<file path="src/rtl/rr_mux5to1.sv">
`default_nettype none
// ============================================================================
// Module      : rr_mux5to1
// Description : Five-input round-robin merge into one registered valid/ready
//               output stage. Optional packet lock: RR_MUX5_PKT_LOCK_EN.
// Revision    : 1.0 - initial release
// ============================================================================
module rr_mux5to1 #(
    parameter int WIDTH = 1
) (
    input  logic               clk,
    input  logic               reset,
    input  logic [5*WIDTH-1:0] in_data,
    input  logic [4:0]         in_valid,
    input  logic [4:0]         in_tail,
    output logic [4:0]         in_ready,
    output logic [WIDTH-1:0]   out_data,
    output logic [2:0]         out_sel,
    output logic               out_valid,
    input  logic               out_ready
);

    localparam logic [2:0] c_last_port = 3'd4;

    logic [WIDTH-1:0] r_out_data;
    logic [2:0]       r_out_sel;
    logic             r_out_valid;
    logic [2:0]       r_ptr;

    logic [2:0]       w_ptr_eff;
    logic             w_load;
    logic [4:0]       w_eligible;
    logic [4:0]       w_grant;
    logic [2:0]       w_gidx;
    logic             w_xfer;
    logic [WIDTH-1:0] w_gdata;
    logic [2:0]       w_ptr_next;

    // Index of the port k positions after p, modulo 5.
    function automatic logic [2:0] f_wrap(input logic [2:0] p, input logic [2:0] k);
        logic [3:0] s;
        s = {1'b0, p} + {1'b0, k};
        if (s >= 4'd5) begin
            s = s - 4'd5;
        end
        return s[2:0];
    endfunction

    // Unreachable pointer codes fall back to port 0.
    assign w_ptr_eff = (r_ptr > c_last_port) ? 3'd0 : r_ptr;
    assign w_load    = ~r_out_valid | out_ready;

`ifdef RR_MUX5_PKT_LOCK_EN
    typedef enum logic [0:0] {
        S_IDLE   = 1'b0,
        S_LOCKED = 1'b1
    } lock_state_t;

    lock_state_t r_state;
    logic [2:0]  r_lock_port;

    always_comb begin
        w_eligible = in_valid;
        if (r_state == S_LOCKED) begin
            w_eligible = '0;
            w_eligible[r_lock_port] = in_valid[r_lock_port];
        end
    end
`else
    logic w_unused_tail;
    assign w_unused_tail = ^in_tail;
    assign w_eligible    = in_valid;
`endif

    always_comb begin
        w_grant = '0;
        w_gidx  = 3'd0;
        for (int k = 0; k < 5; k++) begin
            if ((w_grant == 5'd0) && w_eligible[f_wrap(w_ptr_eff, 3'(k))]) begin
                w_grant[f_wrap(w_ptr_eff, 3'(k))] = 1'b1;
                w_gidx = f_wrap(w_ptr_eff, 3'(k));
            end
        end
    end

    always_comb begin
        w_gdata = '0;
        for (int i = 0; i < 5; i++) begin
            if (w_grant[i]) begin
                w_gdata = w_gdata | in_data[i*WIDTH +: WIDTH];
            end
        end
    end

    assign in_ready   = (reset || !w_load) ? 5'd0 : w_grant;
    assign w_xfer     = |in_ready;
    assign w_ptr_next = (w_gidx == c_last_port) ? 3'd0 : (w_gidx + 3'd1);

    always_ff @(posedge clk) begin
        if (reset) begin
            r_out_data  <= '0;
            r_out_sel   <= 3'd0;
            r_out_valid <= 1'b0;
            r_ptr       <= 3'd0;
        end else if (w_load) begin
            if (w_xfer) begin
                r_out_data  <= w_gdata;
                r_out_sel   <= w_gidx;
                r_out_valid <= 1'b1;
`ifdef RR_MUX5_PKT_LOCK_EN
                // Pointer moves past a port only once its packet has ended.
                if (in_tail[w_gidx]) begin
                    r_ptr <= w_ptr_next;
                end
`else
                r_ptr <= w_ptr_next;
`endif
            end else begin
                r_out_valid <= 1'b0;
            end
        end
    end

`ifdef RR_MUX5_PKT_LOCK_EN
    always_ff @(posedge clk) begin
        if (reset) begin
            r_state     <= S_IDLE;
            r_lock_port <= 3'd0;
        end else if (w_xfer) begin
            case (r_state)
                S_IDLE: begin
                    if (!in_tail[w_gidx]) begin
                        r_state     <= S_LOCKED;
                        r_lock_port <= w_gidx;
                    end
                end
                S_LOCKED: begin
                    if (in_tail[w_gidx]) begin
                        r_state <= S_IDLE;
                    end
                end
                default: r_state <= S_IDLE;
            endcase
        end
    end
`endif

    assign out_data  = r_out_data;
    assign out_sel   = r_out_sel;
    assign out_valid = r_out_valid;

endmodule
`default_nettype wire

</file>
<file path="config.mk">
export PLATFORM = sky130hd
export DESIGN_NAME = rr_mux5to1
export DESIGN_NICKNAME = d
export VERILOG_FILES = /design/src/rtl/rr_mux5to1.sv
export SDC_FILE = /design/constraint.sdc
export NUM_CORES = 1
export LEC_CHECK = 0
export CORE_ASPECT_RATIO = 1.25
export CORE_MARGIN = 5
export CORE_UTILIZATION = 50
export CTS_CLUSTER_DIAMETER = 30
export DETAILED_ROUTE_END_ITERATION = 6
export PLACE_DENSITY = 0.76
export SLEW_MARGIN = 20
export SYNTH_ARGS = -nofsm -noshare
export SYNTH_HDL_FRONTEND = slang
export SYNTH_SLANG_ARGS = --single-unit
export TNS_END_PERCENT = 20
</file>
<file path="constraint.sdc">
create_clock -name clk -period 5.05 [get_ports clk]
set_input_delay 0.505 -clock clk [delete_from_list [all_inputs] [get_ports clk]]
set_output_delay 0.505 -clock clk [all_outputs]
set_load 0.01 [all_outputs]
</file>
==> impl_metrics.toml <==
[outcome]
status = "finished, final reports clean"

[layout]
final_cells = 326
syn2layout_area_growth_pct = 24.76
final_net_count = 317
fin_area_sq_um = 2232
final_cell_mix = "nor2_1, nand2_1, buf_4"
drive_gt1_share_pct = 20.91
final_common_cell = "nor2_1"
antenna_cells = 0

[clock_network]
clk_path_buf_depth = 2
postCtsHoldBufs = 0
path_clk_slew_ns = 0.04
clk_latency_ns = 0.23
root_buffer = "clkbuf_8"
htreeDepth = 1
numCtsBuffers = 3
cts_sinks = 8
cts_tree = "yes"

[setup_path]
reg2reg_slack_ns = 0.56
required_ns = 4.55
slowest_delay_ns = 0.55
reg2reg_depth = 17
worst_ep_arrival_time_ns = 4.47
worst_setup_path_end_kind = "output port"
slowest_stage = "clkdlybuf4s50_1"
r2r_end = "r_ptr[2]"
worstSetupStartpointType = "flop"
endpoint = "in_ready[3]"
worstSetupPathType = "reg -> out"
reg2reg_from = "r_ptr[1]"
path_cells = "or3b_4, ha_1, nand2_1, o21ai_0, a221o_1, or4_1, o21ai_1, a211o_1, buf_4, o311a_1, o31a_1, nand4_4, nor2_4, nand3_1, a21oi_1, clkdlybuf4s50_1"
cp-startpoint = "r_ptr[1]"
cp_max_fo = 8

[sta]
finalCritPeriodShare_pct = 98.46
setup_slack_ns = 0.07772
fin_skew_ns = 0.003060
drv_slew = 0
relSlewSlack_pct = 62.97
finalHoldViolations = 0
rsz0062_at_grt = "yes"
setup-tns-final_ns = 0
setup_viol = 0
hold_ws_ns = 0.4619
tightest_slew_ns = 0.5496
max_freq_ghz = 0.2011
min_period_ns = 4.972

[yosys]
synth_cell_types = 71
synth_ff_type = "dfxtp_1"
netlist.top_cell.by_area = "dfxtp_1"
synth_top_area_share_pct = 8.951
syn-num-nets = 280
synth_area_per_cell_sq_um = 7.100
netlist_area_sq_um = 1789
ys_ff_latch = 8
synth_area_leaders = "dfxtp_1, ha_1, nor2_1"
synthCells = 252
synthArstFlopShare_pct = 0
synth_warnings = 0
yosysSeqAreaShare_pct = 8.951
synth_enable_flop_cells = 0

[placement]
pre_cts_slack_ns = 0.1296
dp_hpwl_mm = 4.152
placed_area_sq_um = 2143
gp_congestion = 0.9106
dpl.cell_count = 322
io_buffers = 22

[floorplanning]
die_h_um = 76.88
ioPinCount = 28
rows = 24
start_util_pct = 51.36
dieArea_sq_um = 4882
die_w_um = 63.51
core_sq_um = 3483

[grt]
grt_pass1_wl_mm = 9.018
grt_start_max_net_pins = 14
grt_antenna_before_repair = 0
grt_pass1_vias = 1972
grt_overflow = 0
grtUsageTotal_pct = 22.03

[worst_hold_path]
hold_path.class = "reg -> reg"
min-delay-start = "out_sel[2]"

[power]
p_switching_uw = 796.5
clkPwrFrac_pct = 5.0
powerDensity_nw_per_um2 = 689.2
intPower_uw = 742.0
p_seq_share_pct = 6.2
max-vdd-ir-drop_mv = 0.4476
combPwrFrac_pct = 88.8
power.leakage_uw = 0.0009408
p_sw_share_pct = 51.77

[drt]
detail_route.vias_per_cell = 6.380
wl_per_cell_um = 16.33
drtIter0Drc = 212
wl_mm = 5.323
via_count = 2080
drc = 0
ant_nets = 0
drt-pass1-iter-count = 4

[job]
drv_cap = 0
-- registers in the layout, indices dropped and copies added (netlist names) --
signal / flops
out_data: 1
r_ptr: 3
out_valid: 1
out_sel: 3
-- power by group through the flow --
stage / combinational (uW) / sequential [uW] / clock [uW]
after floorplan: 968 / 97.5 / 0
after global placement: 1290 / 93.7 / 0
after detailed placement: 1300 / 95.5 / 0
after CTS: 1320 / 94.8 / 80.6
after global routing: 1500 / 97.4 / 84.3
final: 1370 / 95.3 / 76.5
-- metrics by stage --
stage,util (%),power (uW)
after global placement,61.53,1380
after floorplan,-,1065
after global routing,64.08,1682
final,64.08,1538
after CTS,63.07,1496
after detailed placement,61.53,1396
-- kinds of logic (layout without fill, tap and decap cells) --
group,count (synthesis),count (layout),share of synthesized area (%)
buffers and inverters,28,63,7.902
xor gates and xnor gates,2,2,0.9792
and+or+nand+nor,108,108,31.75
DFF,8,8,8.951
muxes,15,15,8.951
adders and majority gates,10,10,6.993
AOI/OAI and AO/OA,81,81,34.48
-- worst min-delay path by stage --
stage | to | depth (start not counted)
finish | out_sel[2] | 2
global route | out_sel[2] | 2
CTS | out_sel[2] | 2
detailed placement | out_sel[2] | 2
global placement | out_sel[2] | 2
floorplan | out_sel[2] | 2
-- worst max-delay path: cells and delay by family (launching register included) --
| kind | cells | cell delay [ns] |
|---|---|---|
| flip-flops | 1 | 0.39 |
| AO/OA/AOI/OAI | 7 | 1.31 |
| AND/OR/NAND/NOR | 6 | 1.50 |
| buffers and inverters | 2 | 0.69 |
| adder cells (fa/ha/maj) | 1 | 0.35 |
-- cells in the mapped netlist (3+ instances only) --
cell type	count
mux2_2	3
clkbuf_1	5
o31ai_1	3
a21oi_1	18
buf_4	3
nor2_1	27
or3_1	4
nor3b_1	3
nand2_1	25
mux2i_1	10
inv_1	13
nand3_1	10
a211o_1	3
o21ai_1	3
dfxtp_1	8
nand2b_1	9
o21a_1	3
a221oi_1	3
nor2b_1	5
ha_1	10
nor3_1	10
o21ai_0	9
-- what timing repair did --
action                     4_1_cts  5_1_grt
setup endpoints to repair        4        5
setup buffers                    1        0
gates resized for setup          2        9
pin swaps                        1        1
-- per-layer routing --
| metal | global-route usage (%) | part of all wire [%] |
|---|---|---|
| met5 | 0 | 0 |
| met4 | 9.356 | 3.0 |
| met3 | 2.778 | 5.4 |
| met2 | 39.33 | 51 |
| met1 | 25.73 | 41 |
-- area by class of cell --
cell class | count | area, sq um
Sequential cell | 8 | 160.2
Timing Repair Buffer | 45 | 395.4
Multi-Input combinational cell | 216 | 1525
Fill cell | 327 | 1251
Inverter | 15 | 61.31
Tap cell | 39 | 48.80
Clock buffer | 3 | 41.29
Note: power is estimated with default switching activity, not from simulation.
